[src/rtl/arp_pkg.sv]
// Shared constants, state encoding and key helper for the arpeggiator scheduler.
package arp_pkg;

    localparam int         NUM_KEYS   = 12;
    localparam logic [3:0] NOTE_NONE  = 4'hF;
    localparam logic [3:0] LAST_RESET = 4'd11;

    typedef enum logic [1:0] {
        IDLE = 2'd0,
        PLAY = 2'd1,
        GAP  = 2'd2
    } arp_state_e;

    // Returns whether the key for note code 'code' is held (keys[11] is note 0).
    function automatic logic key_held(input logic [NUM_KEYS-1:0] keys, input logic [3:0] code);
        logic held;
        held = 1'b0;
        for (int i = 0; i < NUM_KEYS; i++) begin
            if (code == 4'(NUM_KEYS - 1 - i)) begin
                held = keys[i];
            end
        end
        return held;
    endfunction

endpackage

[src/rtl/rr_pick.sv]
// Round-robin note picker: lowest held code above 'last', else lowest held code.
module rr_pick
    import arp_pkg::*;
(
    input  logic [NUM_KEYS-1:0] keys,
    input  logic [3:0]          last,
    output logic [3:0]          next_code,
    output logic                found
);

    logic [NUM_KEYS-1:0] held_by_code;
    logic [NUM_KEYS-1:0] above_last;

    genvar gi;
    generate
        for (gi = 0; gi < NUM_KEYS; gi++) begin : g_map
            // Re-index so bit position equals note code.
            assign held_by_code[gi] = keys[NUM_KEYS-1-gi];
            assign above_last[gi]   = held_by_code[gi] && (4'(gi) > last);
        end
    endgenerate

    // Priority-encode the lowest candidate; candidates above 'last' take precedence.
    always_comb begin
        next_code = NOTE_NONE;
        found     = |held_by_code;
        if (|above_last) begin
            for (int i = NUM_KEYS - 1; i >= 0; i--) begin
                if (above_last[i]) begin
                    next_code = 4'(i);
                end
            end
        end else begin
            for (int i = NUM_KEYS - 1; i >= 0; i--) begin
                if (held_by_code[i]) begin
                    next_code = 4'(i);
                end
            end
        end
    end

endmodule

[src/rtl/arp_scheduler.sv]
// Arpeggiator scheduler: cycles through held keys with per-note dwell and gap timing.
module arp_scheduler
    import arp_pkg::*;
#(
    parameter int TICK_DIV = 10000
)
(
    input  logic                clk,
    input  logic                rst,
    input  logic                en,
    input  logic [NUM_KEYS-1:0] keys,
    input  logic [3:0]          octave_in,
    input  logic [7:0]          dwell,
    input  logic [3:0]          gap,
    output logic [3:0]          note,
    output logic [3:0]          octave,
    output logic                step
);

    localparam logic [15:0] PRESC_LAST = 16'(TICK_DIV - 1);

    arp_state_e  state_q, state_d;
    logic [3:0]  note_q, note_d;
    logic [3:0]  octave_q, octave_d;
    logic        step_q, step_d;
    logic [15:0] presc_q, presc_d;
    logic [7:0]  tick_q, tick_d;
    logic [3:0]  last_q, last_d;
    logic [7:0]  dwell_q, dwell_d;
    logic [3:0]  gap_q, gap_d;

    logic [3:0]  pick_code;
    logic        pick_found;
    logic        tick;
    logic        play_done;
    logic        gap_done;
    logic        cur_held;
    logic        start_note;
    logic        to_gap;
    logic        to_idle;

    rr_pick u_rr_pick (
        .keys      (keys),
        .last      (last_q),
        .next_code (pick_code),
        .found     (pick_found)
    );

    assign tick      = (presc_q == PRESC_LAST);
    assign play_done = tick && (tick_q == dwell_q - 8'd1);
    assign gap_done  = tick && (tick_q == {4'd0, gap_q} - 8'd1);
    assign cur_held  = key_held(keys, note_q);

    // Next-state logic: decide the transition, then apply note-start / gap / idle updates.
    always_comb begin
        state_d    = state_q;
        note_d     = note_q;
        octave_d   = octave_q;
        step_d     = 1'b0;
        last_d     = last_q;
        dwell_d    = dwell_q;
        gap_d      = gap_q;
        presc_d    = tick ? 16'd0 : presc_q + 16'd1;
        tick_d     = tick ? tick_q + 8'd1 : tick_q;
        start_note = 1'b0;
        to_gap     = 1'b0;
        to_idle    = 1'b0;

        if (!en) begin
            to_idle = 1'b1;
        end else begin
            case (state_q)
                IDLE: begin
                    if (pick_found) start_note = 1'b1;
                    else            to_idle    = 1'b1;
                end
                PLAY: begin
                    // A released playing key cuts the note short on this cycle.
                    if (!cur_held || play_done) begin
                        if (gap_q != 4'd0 && pick_found) to_gap     = 1'b1;
                        else if (pick_found)             start_note = 1'b1;
                        else                             to_idle    = 1'b1;
                    end
                end
                GAP: begin
                    if (gap_done) begin
                        if (pick_found) start_note = 1'b1;
                        else            to_idle    = 1'b1;
                    end
                end
                default: to_idle = 1'b1;
            endcase
        end

        if (start_note) begin
            state_d  = PLAY;
            note_d   = pick_code;
            last_d   = pick_code;
            step_d   = 1'b1;
            octave_d = octave_in;
            dwell_d  = (dwell == 8'd0) ? 8'd1 : dwell;
            gap_d    = gap;
            presc_d  = 16'd0;
            tick_d   = 8'd0;
        end else if (to_gap) begin
            state_d = GAP;
            note_d  = NOTE_NONE;
            presc_d = 16'd0;
            tick_d  = 8'd0;
        end else if (to_idle) begin
            state_d = IDLE;
            note_d  = NOTE_NONE;
            presc_d = 16'd0;
            tick_d  = 8'd0;
        end
    end

    // State and output registers with synchronous reset.
    always_ff @(posedge clk) begin
        if (rst) begin
            state_q  <= IDLE;
            note_q   <= NOTE_NONE;
            octave_q <= 4'd0;
            step_q   <= 1'b0;
            presc_q  <= 16'd0;
            tick_q   <= 8'd0;
            last_q   <= LAST_RESET;
            dwell_q  <= 8'd1;
            gap_q    <= 4'd0;
        end else begin
            state_q  <= state_d;
            note_q   <= note_d;
            octave_q <= octave_d;
            step_q   <= step_d;
            presc_q  <= presc_d;
            tick_q   <= tick_d;
            last_q   <= last_d;
            dwell_q  <= dwell_d;
            gap_q    <= gap_d;
        end
    end

    assign note   = note_q;
    assign octave = octave_q;
    assign step   = step_q;

endmodule

[config.mk]
export PLATFORM = sky130hd
export DESIGN_NAME = arp_scheduler
export DESIGN_NICKNAME = d
export VERILOG_FILES = /design/src/rtl/arp_pkg.sv /design/src/rtl/rr_pick.sv /design/src/rtl/arp_scheduler.sv
export SDC_FILE = /design/constraint.sdc
export NUM_CORES = 1
export LEC_CHECK = 0
export CORE_ASPECT_RATIO = 0.6
export CORE_MARGIN = 5
export CORE_UTILIZATION = 25
export DETAILED_ROUTE_END_ITERATION = 7
export GPL_TIMING_DRIVEN = 1
export PLACE_DENSITY = 0.47
export SLEW_MARGIN = 20
export SYNTH_ARGS = -nofsm -noshare
export SYNTH_HDL_FRONTEND = slang
export SYNTH_SLANG_ARGS = --single-unit
[constraint.sdc]
create_clock -name clk -period 2.7 [get_ports clk]
set_input_delay 0.54 -clock clk [delete_from_list [all_inputs] [get_ports clk]]
set_output_delay 0.54 -clock clk [all_outputs]
set_load 0.05 [all_outputs]
# Word level (Yosys, flattened, before mapping)
# Index checks and enable logic that the tools add are counted.
word_totals:
  regBits: 51
  in_bits: 31
  out_inout_bits: 9
  word_cells: 131
classes:
  n_addsub: 4
  eq_ne: 16
  magnitude_cmp: 12
  n_reduce_logical: 28
  n_mux: 61
op_table:
  columns: ["op", "n"]
  rows:
  - ["$mux W4", 20]
  - ["$mux W1", 28]
  - ["$mux W3", 8]
  - ["$reduce_or A12 Y1", 2]
  - ["$add A16 B1 Y16 const B", 1]
  - ["$eq A16 B14 Y1 const B", 1]
  - ["$eq A4 B3 Y1 const B", 4]
  - ["$eq A4 B4 Y1 const B", 4]
  - ["$eq A8 B8 Y1", 2]
  - ["$gt A3 B4 Y1 const A", 4]
  - ["$gt A4 B4 Y1 const A", 4]
  - ["$logic_and A1 B1 Y1", 15]
  - ["$add A8 B1 Y8 const B", 1]
  - ["$eq A4 B2 Y1 const B", 2]
  - ["$gt A1 B4 Y1 const A", 2]
  - ["$gt A2 B4 Y1 const A", 2]
  - ["$logic_not A8 Y1", 1]
  - ["$mux W8", 1]
  - ["$sub A8 B1 Y8 const B", 1]
  - ["$pmux W1 S3", 2]
  - ["$reduce_or A5 Y1", 1]
  - ["$sub A4 B1 Y5 const B", 1]
  - ["$eq A4 B1 Y1 const B", 1]
  - ["$logic_not A4 Y1", 1]
  - ["other kinds (11)", 12]

# Depth between registers and ports, before layout
# Gate-level depths: netlist of the first run.
depth:
  word_depth: 21
  ltp_mapped: 12
  mapped_depth_nobuf: 10

# Cells and area by module
# Synthesis of the first run repeated with hierarchy kept, for this count alone.
unflattened:
  cells_unflattened: 370
  area_unflattened_um2: 3285.7
by_module_without_submodules:
  columns: ["mod", "area_each_um2", "n_inst", "seq_area_each_um2", "cells_each"]
  rows:
  - ["arp_scheduler", 2846.5, 1, 1021.0, 307]
  - ["rr_pick", 439.2, 1, 0.0, 63]

# Worst setup path after synthesis of the first run
# OpenSTA, ideal clock, no wires.
synth_path:
  path_kind: "register -> register"
  startpoint: "register note_q[0] (netlist: note[0])"
  endpoint: "register presc_q[10]"
  required_time_ns: 2.574
  arrival_ns: 2.313
  setup_slack_ns: 0.261
  period_less_slack_ns: 2.439
  path_stages_with_launch: 9
  setup_time_ns: 0.126
  path_buffers: 2
  path_cell_list: "dfxtp_1 > mux4_2 > mux2i_1 > o21ai_0 > o211a_1 > buf_6 > o21ai_4 > buf_6 > nor4_2"
synth_between:
  elab_chain_len: 19
  word_cells_on_any_way: 36
  cone_classes: "11 x eq/ne; 21 x mux; 4 x reduce/logical"
synth_rtl:
  columns: ["element", "line", "rtl"]
  rows:
  - ["start: declaration", "arp_scheduler.sv:23", "logic [3:0] note_q, note_d;"]
  - ["start signal: assignment", "arp_scheduler.sv:132", "note_q <= note_d;"]
  - ["$eq A4 B4 Y1", "arp_pkg.sv:19", "if (code == 4'(NUM_KEYS - 1 - i)) begin"]
  - ["$mux W1 (11 in a row)", "arp_pkg.sv:19", null]
  - ["$mux W1 (*)", "arp_pkg.sv:19", null]
  - ["$logic_not A1 Y1 (*)", "arp_scheduler.sv:79", "if (!cur_held || play_done) begin"]
  - ["$logic_or A1 B1 Y1 (*)", "arp_scheduler.sv:79", null]
  - ["$mux W1", "arp_scheduler.sv:79", null]
  - ["$pmux W1 S3 / $mux W1 (equally long branches)", "arp_scheduler.sv:72", "case (state_q)"]
  - ["$mux W1", "arp_scheduler.sv:69", "if (!en) begin"]
  - ["$reduce_or A5 Y1 (no source line) (*)", null, null]
  - ["end signal: assignment", "arp_scheduler.sv:135", "presc_q <= presc_d;"]
  - ["end: declaration", "arp_scheduler.sv:26", "logic [15:0] presc_q, presc_d;"]
# Every way passes the cells marked *; elsewhere a longest branch is shown, timed or not.
# A chain may end at the register's enable or synchronous reset.

# Worst setup path in the final report of the first run
layout_path:
  startpoint: "input port keys[9]"
  endpoint: "register presc_q[1]"
layout_between:
  elab_chain_len: 9
  word_cells_on_any_way: 24
  cone_classes: "19 x mux; 5 x reduce/logical"
layout_rtl:
  columns: ["element", "line", "rtl"]
  rows:
  - ["start: declaration", "arp_scheduler.sv:11", "input logic [NUM_KEYS-1:0] keys,"]
  - ["$mux W1 (3 in a row)", "arp_pkg.sv:19", null]
  - ["$logic_not A1 Y1", "arp_scheduler.sv:79", null]
  - ["$logic_or A1 B1 Y1", "arp_scheduler.sv:79", null]
  - ["$mux W1", "arp_scheduler.sv:79", null]
  - ["$pmux W1 S3 / $mux W1 (equally long branches)", "arp_scheduler.sv:72", null]
  - ["$mux W1", "arp_scheduler.sv:69", null]
  - ["$reduce_or A5 Y1 (no source line) (*)", null, null]
# Marked as above.

==> results.json, run 1 <==
{
  "status": "completed",
  "end_kind": "flop",
  "switching_share_pct": 31.8,
  "first_global_vias": 2838,
  "grtUsageTotal_pct": 12.6,
  "max_slew_margin_pct": 66.1,
  "ys_seq_elements": 51,
  "grt_max_degree": 26,
  "drt_first_pass_iters": 5,
  "grt-busiest-layer": "met1",
  "wl_per_cell_um": 16.0,
  "seqPwrFrac_pct": 38.0,
  "power.leakage_nw": 1.54,
  "ys.flop_type": "dfxtp_1",
  "required_ns": 2.88,
  "finalSetupViolCount": 0,
  "fin_nets": 488,
  "clkTransAtPathRegs_ns": 0.06,
  "grt_first_pass_wirelength_um": 15700,
  "io_pins": 40,
  "switchingPower_mw": 0.736,
  "path_max_fanout": 24,
  "drtIter0Drc": 376,
  "drc": 0,
  "r2r_cells": 9,
  "die_h_um": 97.9,
  "clock_latency_ns": 0.29,
  "vias": 3168,
  "layout_commonest_cell": "dfxtp_1",
  "synth_edf_count": 0,
  "tightest_slew_ns": 0.507,
  "irDropWorstVdd_uv": 241,
  "async_flop_share_pct": 0,
  "start_kind": "primary input",
  "antenna_cells": 0,
  "use_met3_pct": 3.23,
  "multi_input_area_um2": 2060,
  "power_mw": 2.31,
  "power.internal_mw": 1.58,
  "use_met1_pct": 22.1,
  "cts_max_level": 2,
  "start_util_pct": 25.3,
  "synthCells": 384,
  "dp_hpwl_um": 7530,
  "p_clk_share_pct": 32.4,
  "layout_common_cells": "dfxtp_1 (51), buf_4 (43), clkdlybuf4s50_1 (39)",
  "grtUsageMet2_pct": 14.6,
  "grt_overflow_total": 0,
  "synth_area_per_cell_um2": 8.38,
  "drv_slew": 0,
  "clock_sinks": 51,
  "cap_viol_max_count": 0,
  "root_buffer": "clkbuf_16",
  "area_growth_pct": 33.8,
  "period_needed_ns": 2.65,
  "cp.arrival_ns": 2.83,
  "fp-row-count": 32,
  "layout-drive-gt1-share_pct": 17.8,
  "finalHoldViolCount": 0,
  "power_density_nw_per_um2": 537,
  "synth-seq-area-share_pct": 31.7,
  "crit_type": "in -> reg",
  "synth_nets": 419,
  "min_path_cells": 1,
  "antenna_found_initial": 0,
  "syn_area_um2": 3220,
  "skew_ns": 0.00942,
  "combinationalPowerShare_pct": 29.6,
  "gp_congestion": 0.840,
  "ys_warn_count": 0,
  "synth_cell_type_count": 64,
  "core_area_um2": 12700,
  "routed_wl_um": 9960,
  "clock_path_buffers": 2,
  "antenna_left": 0,
  "num-fill-cells": 1327,
  "cts_tree": "done",
  "period_share_pct": 98.3,
  "dp_cells": 614,
  "final_util_pct": 33.8,
  "fmax_ghz": 0.377,
  "numCtsBuffers": 5,
  "via_per_inst": 5.08,
  "fin_tns_setup_ns": 0,
  "die_w_um": 157,
  "port_buffers": 39,
  "final_cells": 624,
  "die_area_um2": 15300,
  "regArea_um2": 1020,
  "holdCritPathClass": "reg -> reg"
}
==> worst paths after layout <==
path         slack (ns)                  start                    end
max                0.05                keys[9]  presc_q[1]$_SDFF_PP0_
min reg2reg        0.47  presc_q[0]$_SDFF_PP0_  presc_q[0]$_SDFF_PP0_
min                0.47  presc_q[0]$_SDFF_PP0_  presc_q[0]$_SDFF_PP0_
max reg2reg        0.21  presc_q[0]$_SDFF_PP0_  presc_q[1]$_SDFF_PP0_
==> power groups by stage <==
stage | registers [mW] | logic [mW] | clock network [mW]
4_1_cts | 0.876 | 0.655 | 0.768
3_5_place_dp | 0.893 | 0.650 | 0
5_1_grt | 0.889 | 0.740 | 0.800
2_1_floorplan | 0.902 | 0.369 | 0
3_3_place_gp | 0.897 | 0.653 | 0
6_report | 0.881 | 0.685 | 0.749
==> Yosys cell counts, types with 3 or more instances <==
cell type  instances  area share, %
nand2_1           22            2.6
nand2b_1           4           0.78
nor3_2             6            1.9
and3_1             8            1.6
nor4_2             3            1.2
ha_1               4            1.6
buf_2             10            1.6
a21boi_0           4           0.93
and4_1             3           0.82
xor2_1            14            3.8
buf_4              3           0.70
nor3_1            21            3.3
dfxtp_1           51             32
inv_1             15            1.7
a21oi_1           34            5.3
nor4b_1            5            1.4
o22ai_1            3           0.58
nand3_1           27            4.2
nand4_1            4           0.78
buf_6              3            1.0
mux4_2             3            2.1
clkbuf_1           5           0.58
nor2b_1            7            1.4
o21bai_1           3           0.70
nor4_1             8            1.6
nand3b_1           3           0.70
nor2_1            14            1.6
xnor2_1           22            6.0
mux2i_1            3           0.93
a31oi_1            3           0.58
o21ai_0           25            3.9
==> cells by family (layout without fill, tap and decap cells) <==
logic type	Yosys count	after routing	share of synthesized area [%]
simple gates	147	147	27.4
compound gates	101	101	20.3
flops	51	51	31.7
buf+inv	38	108	5.95
xor+xnor	36	36	9.79
mux	6	6	3.03
fa+ha+maj	5	5	1.87
==> layout make-up <==
cell class / instances / share of cell area [%]
clock buffers: 6 / 3.22
clock inverters: 2 / 0.813
inverters: 15 / 1.31
multi-input cells: 295 / 47.9
flip-flops and latches: 51 / 23.7
well taps: 170 / 4.94
repair buffers: 85 / 18.1
==> timing repair <==
| item | CTS | global route |
|---|---|---|
| setup endpoints to repair | 0 | 36 |
| resized for setup | 0 | 7 |
| hold buffers | 0 | 0 |
| buffers inserted | 0 | 1 |
==> registers in the layout, indices dropped and copies added, names as in the netlist <==
register  count
state_q       2
dwell_q       8
last_q        4
note          4
octave        4
gap_q         4
presc_q      16
tick_q        8
step          1
==> critical path, cell delays in order <==
cell and delay, ns:
clkdlybuf4s50_1 0.48, nor4_2 0.32, buf_4 0.19, nand4_1 0.19, buf_4 0.22, nand2_1 0.09, a221o_1 0.19, o21ai_4 0.09
buf_12 0.17, nor4b_1 0.32
==> stage by stage <==
stage | cell area [µm²] | hold WS [ns] | setup slack [ns]
floorplan | 3220 | 0.436 | 0.261
global placement | 4050 | 0.464 | -0.220
detailed placement | 4050 | 0.455 | -0.254
CTS | 4230 | 0.471 | 0.0332
global route | 4310 | 0.493 | -0.0137
finish | 4310 | 0.470 | 0.0465
==> metal layers <==
metal / vias to the layer above / routed length, µm
met4: 0 / 70
met1: 1486 / 5540
met3: 7 / 804
met2: 121 / 3550
met5: - / 0
li1: 1554 / -
No activity file was read; power rests on OpenSTA's default activity.
==> run 2: changes to the inputs <==
ABC_AREA = 1   (was not set)
CORE_MARGIN = 2   (was 5)
SYNTH_HIERARCHICAL = 1   (was not set)
==> run 2 against run 1 <==
  * Die area fell by 7.9%
  * Via count rose by 0.22%
  * Non-clock buffer count fell by 39
  * Total power fell by 9.0%
  * Sequential share of layout area rose by 1.7 points
  * Routed wire length fell by 11%
  * Critical path type unchanged
  * Largest power group unchanged
  * Highest routed layer unchanged
==> results.json, run 2 <==
{
  "cts_setup_buffers": 0,
  "fin_nets": 567,
  "rsz0062_at_grt": "false",
  "grt_first_pass_wirelength_um": 14400,
  "irDropWorstVdd_uv": 263,
  "num-fill-cells": 1382,
  "synthCells": 494,
  "grtUsageTotal_pct": 12.7,
  "synth_cell_type_count": 43,
  "switchingPower_mw": 0.662,
  "synth-seq-area-share_pct": 31.1,
  "layout_commonest_cell": "nand2_1",
  "period_share_pct": 88.9,
  "switching_share_pct": 31.4,
  "clock_path_buffers": 2,
  "die_area_um2": 14100,
  "synth_commonest_cells": "nand2_1 (119), inv_1 (57), nor2_1 (53)",
  "holdCritPathClass": "reg -> reg",
  "drt_first_pass_iters": 4,
  "path_max_fanout": 22,
  "status": "completed",
  "finalHoldViolCount": 0,
  "root_buffer": "clkbuf_16",
  "min_path_cells": 1,
  "timing.rr.end": "last_q[1]$_SDFFE_PP1P_",
  "die_w_um": 152,
  "min_to": "presc_q[0]$_SDFF_PP0_",
  "clkTransAtPathRegs_ns": 0.08,
  "fin_ws_ns": 0.300,
  "grt_max_degree": 41,
  "io_pins": 40,
  "r2r_cells": 15,
  "ys_seq_elements": 51,
  "wl_per_cell_um": 12.6,
  "synth_top_area_share_pct": 31.1,
  "layout_common_cells": "nand2_1 (119), inv_1 (57), nor2_1 (53)",
  "power.leakage_nw": 1.69,
  "routed_wl_um": 8820,
  "use_met1_pct": 20.0,
  "ys.flop_type": "dfxtp_1",
  "reg2reg_from": "dwell_q[0]$_SDFFE_PP1P_",
  "power_mw": 2.11,
  "largest_reg_flops": 16,
  "fmax_ghz": 0.417,
  "antenna_found_initial": 0,
  "antenna_cells": 0,
  "drtIter0Drc": 178,
  "pre_cts_ws_ns": 0.0637,
  "final_util_pct": 31.2,
  "power.internal_mw": 1.44,
  "gp_congestion": 0.893,
  "cts_tree": "done",
  "seqPwrFrac_pct": 39.9,
  "grt_overflow_total": 0,
  "combinationalPowerShare_pct": 23.6,
  "yosysTopAreaCell": "dfxtp_1",
  "drc": 0,
  "synth_nets": 529,
  "dp_hpwl_um": 6940,
  "holdCritStartpoint": "presc_q[0]$_SDFF_PP0_",
  "crit_type": "in -> reg",
  "antenna_left": 0,
  "cap_viol_max_count": 0,
  "largestRegisters": "presc_q x16, dwell_q x8, tick_q x8",
  "yosysMostFrequentCell": "nand2_1",
  "finalSetupViolCount": 0,
  "layout-drive-gt1-share_pct": 11.3,
  "dp_cells": 695,
  "ys_warn_count": 6,
  "core_area_um2": 12900,
  "cts_resized": 0,
  "skew_ns": 0.0117,
  "clock_latency_ns": 0.30,
  "async_flop_share_pct": 0,
  "clock_sinks": 51,
  "ff2ff_setup_slack_ns": 0.32,
  "cts_hold_buffers": 0,
  "required_ns": 2.93,
  "numCtsBuffers": 5,
  "grtUsageMet2_pct": 16.9,
  "start_util_pct": 25.6,
  "end_kind": "flop",
  "use_met3_pct": 2.39,
  "p_clk_share_pct": 36.5,
  "die_h_um": 92.8,
  "fin_tns_setup_ns": 0,
  "area_growth_pct": 22.2,
  "cp.arrival_ns": 2.63,
  "synth_edf_count": 0,
  "ys_top_cells_by_area": "dfxtp_1 (31%), nand2_1 (14%), nand3_1 (6.9%)",
  "via_per_inst": 4.52,
  "cts_max_level": 2,
  "synth_area_per_cell_um2": 6.65,
  "top_register": "presc_q",
  "fp-row-count": 32,
  "start_kind": "primary input",
  "drv_slew": 0,
  "max_slew_margin_pct": 65.7,
  "grt-busiest-layer": "met1",
  "final_cells": 703,
  "vias": 3175,
  "first_global_vias": 2914,
  "period_needed_ns": 2.40,
  "port_buffers": 39,
  "power_density_nw_per_um2": 525,
  "tightest_slew_ns": 0.513,
  "syn_area_um2": 3290
}
[run 2: cell types whose count changed after synthesis, moves of 11 or more]
cell | previous run | this run
nand4_1 | 4 | 25
a21oi_1 | 34 | 14
nor2_2 | 0 | 11
nand3_1 | 27 | 45
nor2_1 | 14 | 53
nand2_1 | 22 | 119
xnor2_1 | 22 | 9
inv_1 | 15 | 57
[run 2: logic make-up (layout without fill, tap and decap cells)]
group | after synthesis | in the layout | share of synthesized area [%]
flip-flops | 51 | 51 | 31.1
buffers and inverters | 77 | 116 | 10.3
adder cells (fa/ha/maj) | 4 | 4 | 1.52
AO/OA/AOI/OAI | 49 | 49 | 8.98
AND/OR/NAND/NOR | 296 | 296 | 43.6
XOR/XNOR | 17 | 17 | 4.53
[run 2: how the worst max path moves through the flow]
stage,start,endpoint,slack (ns),depth (start not counted)
2_1_floorplan,note[1]$_SDFFE_PP1P_,presc_q[10]$_SDFF_PP0_,0.70,13
3_3_place_gp,keys[11],state_q[1]$_SDFFE_PP0P_,0.009,12
3_5_place_dp,keys[11],dwell_q[3]$_SDFFE_PP0P_,0.06,12
4_1_cts,keys[11],dwell_q[3]$_SDFFE_PP0P_,0.34,12
5_1_grt,dwell_q[0]$_SDFFE_PP1P_,last_q[1]$_SDFFE_PP1P_,0.07,14
6_report,keys[11],dwell_q[3]$_SDFFE_PP0P_,0.30,12
[run 2: area by class of cell]
type                       count  area [µm²]  share of cell area (%)
multi-input combinational    366        1930                    48.0
sequential                    51        1020                    25.4
timing repair buffer          46         443                    11.0
inverter                      62         233                    5.80
tap                          170         213                    5.30
clock buffer                   6         139                    3.46
clock inverter                 2        38.8                   0.966
[run 2: layer usage]
layer / wire length [µm] / vias to the layer above
li1: - / 1686
met3: 439 / 4
met2: 3240 / 85
met1: 5080 / 1400
met5: 0 / -
met4: 63 / 0
[run 2: power by group through the flow]
stage | sequential, mW | clock [mW] | combinational (mW)
final | 0.840 | 0.769 | 0.497
after global placement | 0.857 | 0 | 0.497
after global routing | 0.846 | 0.818 | 0.551
after CTS | 0.839 | 0.789 | 0.496
after floorplan | 0.878 | 0 | 0.305
after detailed placement | 0.856 | 0 | 0.495
[run 2: metrics by stage]
step / hold slack, ns / area [µm²]
floorplan: 0.428 / 3290
global placement: 0.448 / 3840
detailed placement: 0.447 / 3840
CTS: 0.464 / 4020
global route: 0.492 / 4020
finish: 0.456 / 4020
[run 2: worst max-delay path, stage by stage]
cell and delay (ns):
clkdlybuf4s50_1 0.49, nor4_1 0.46, nand4_1 0.19, inv_1 0.09
nand2_1 0.10, inv_1 0.07, nor2_1 0.05, nand3_2 0.09
nand2_4 0.12, nand2_4 0.25, nand3_1 0.11, nand2_1 0.08
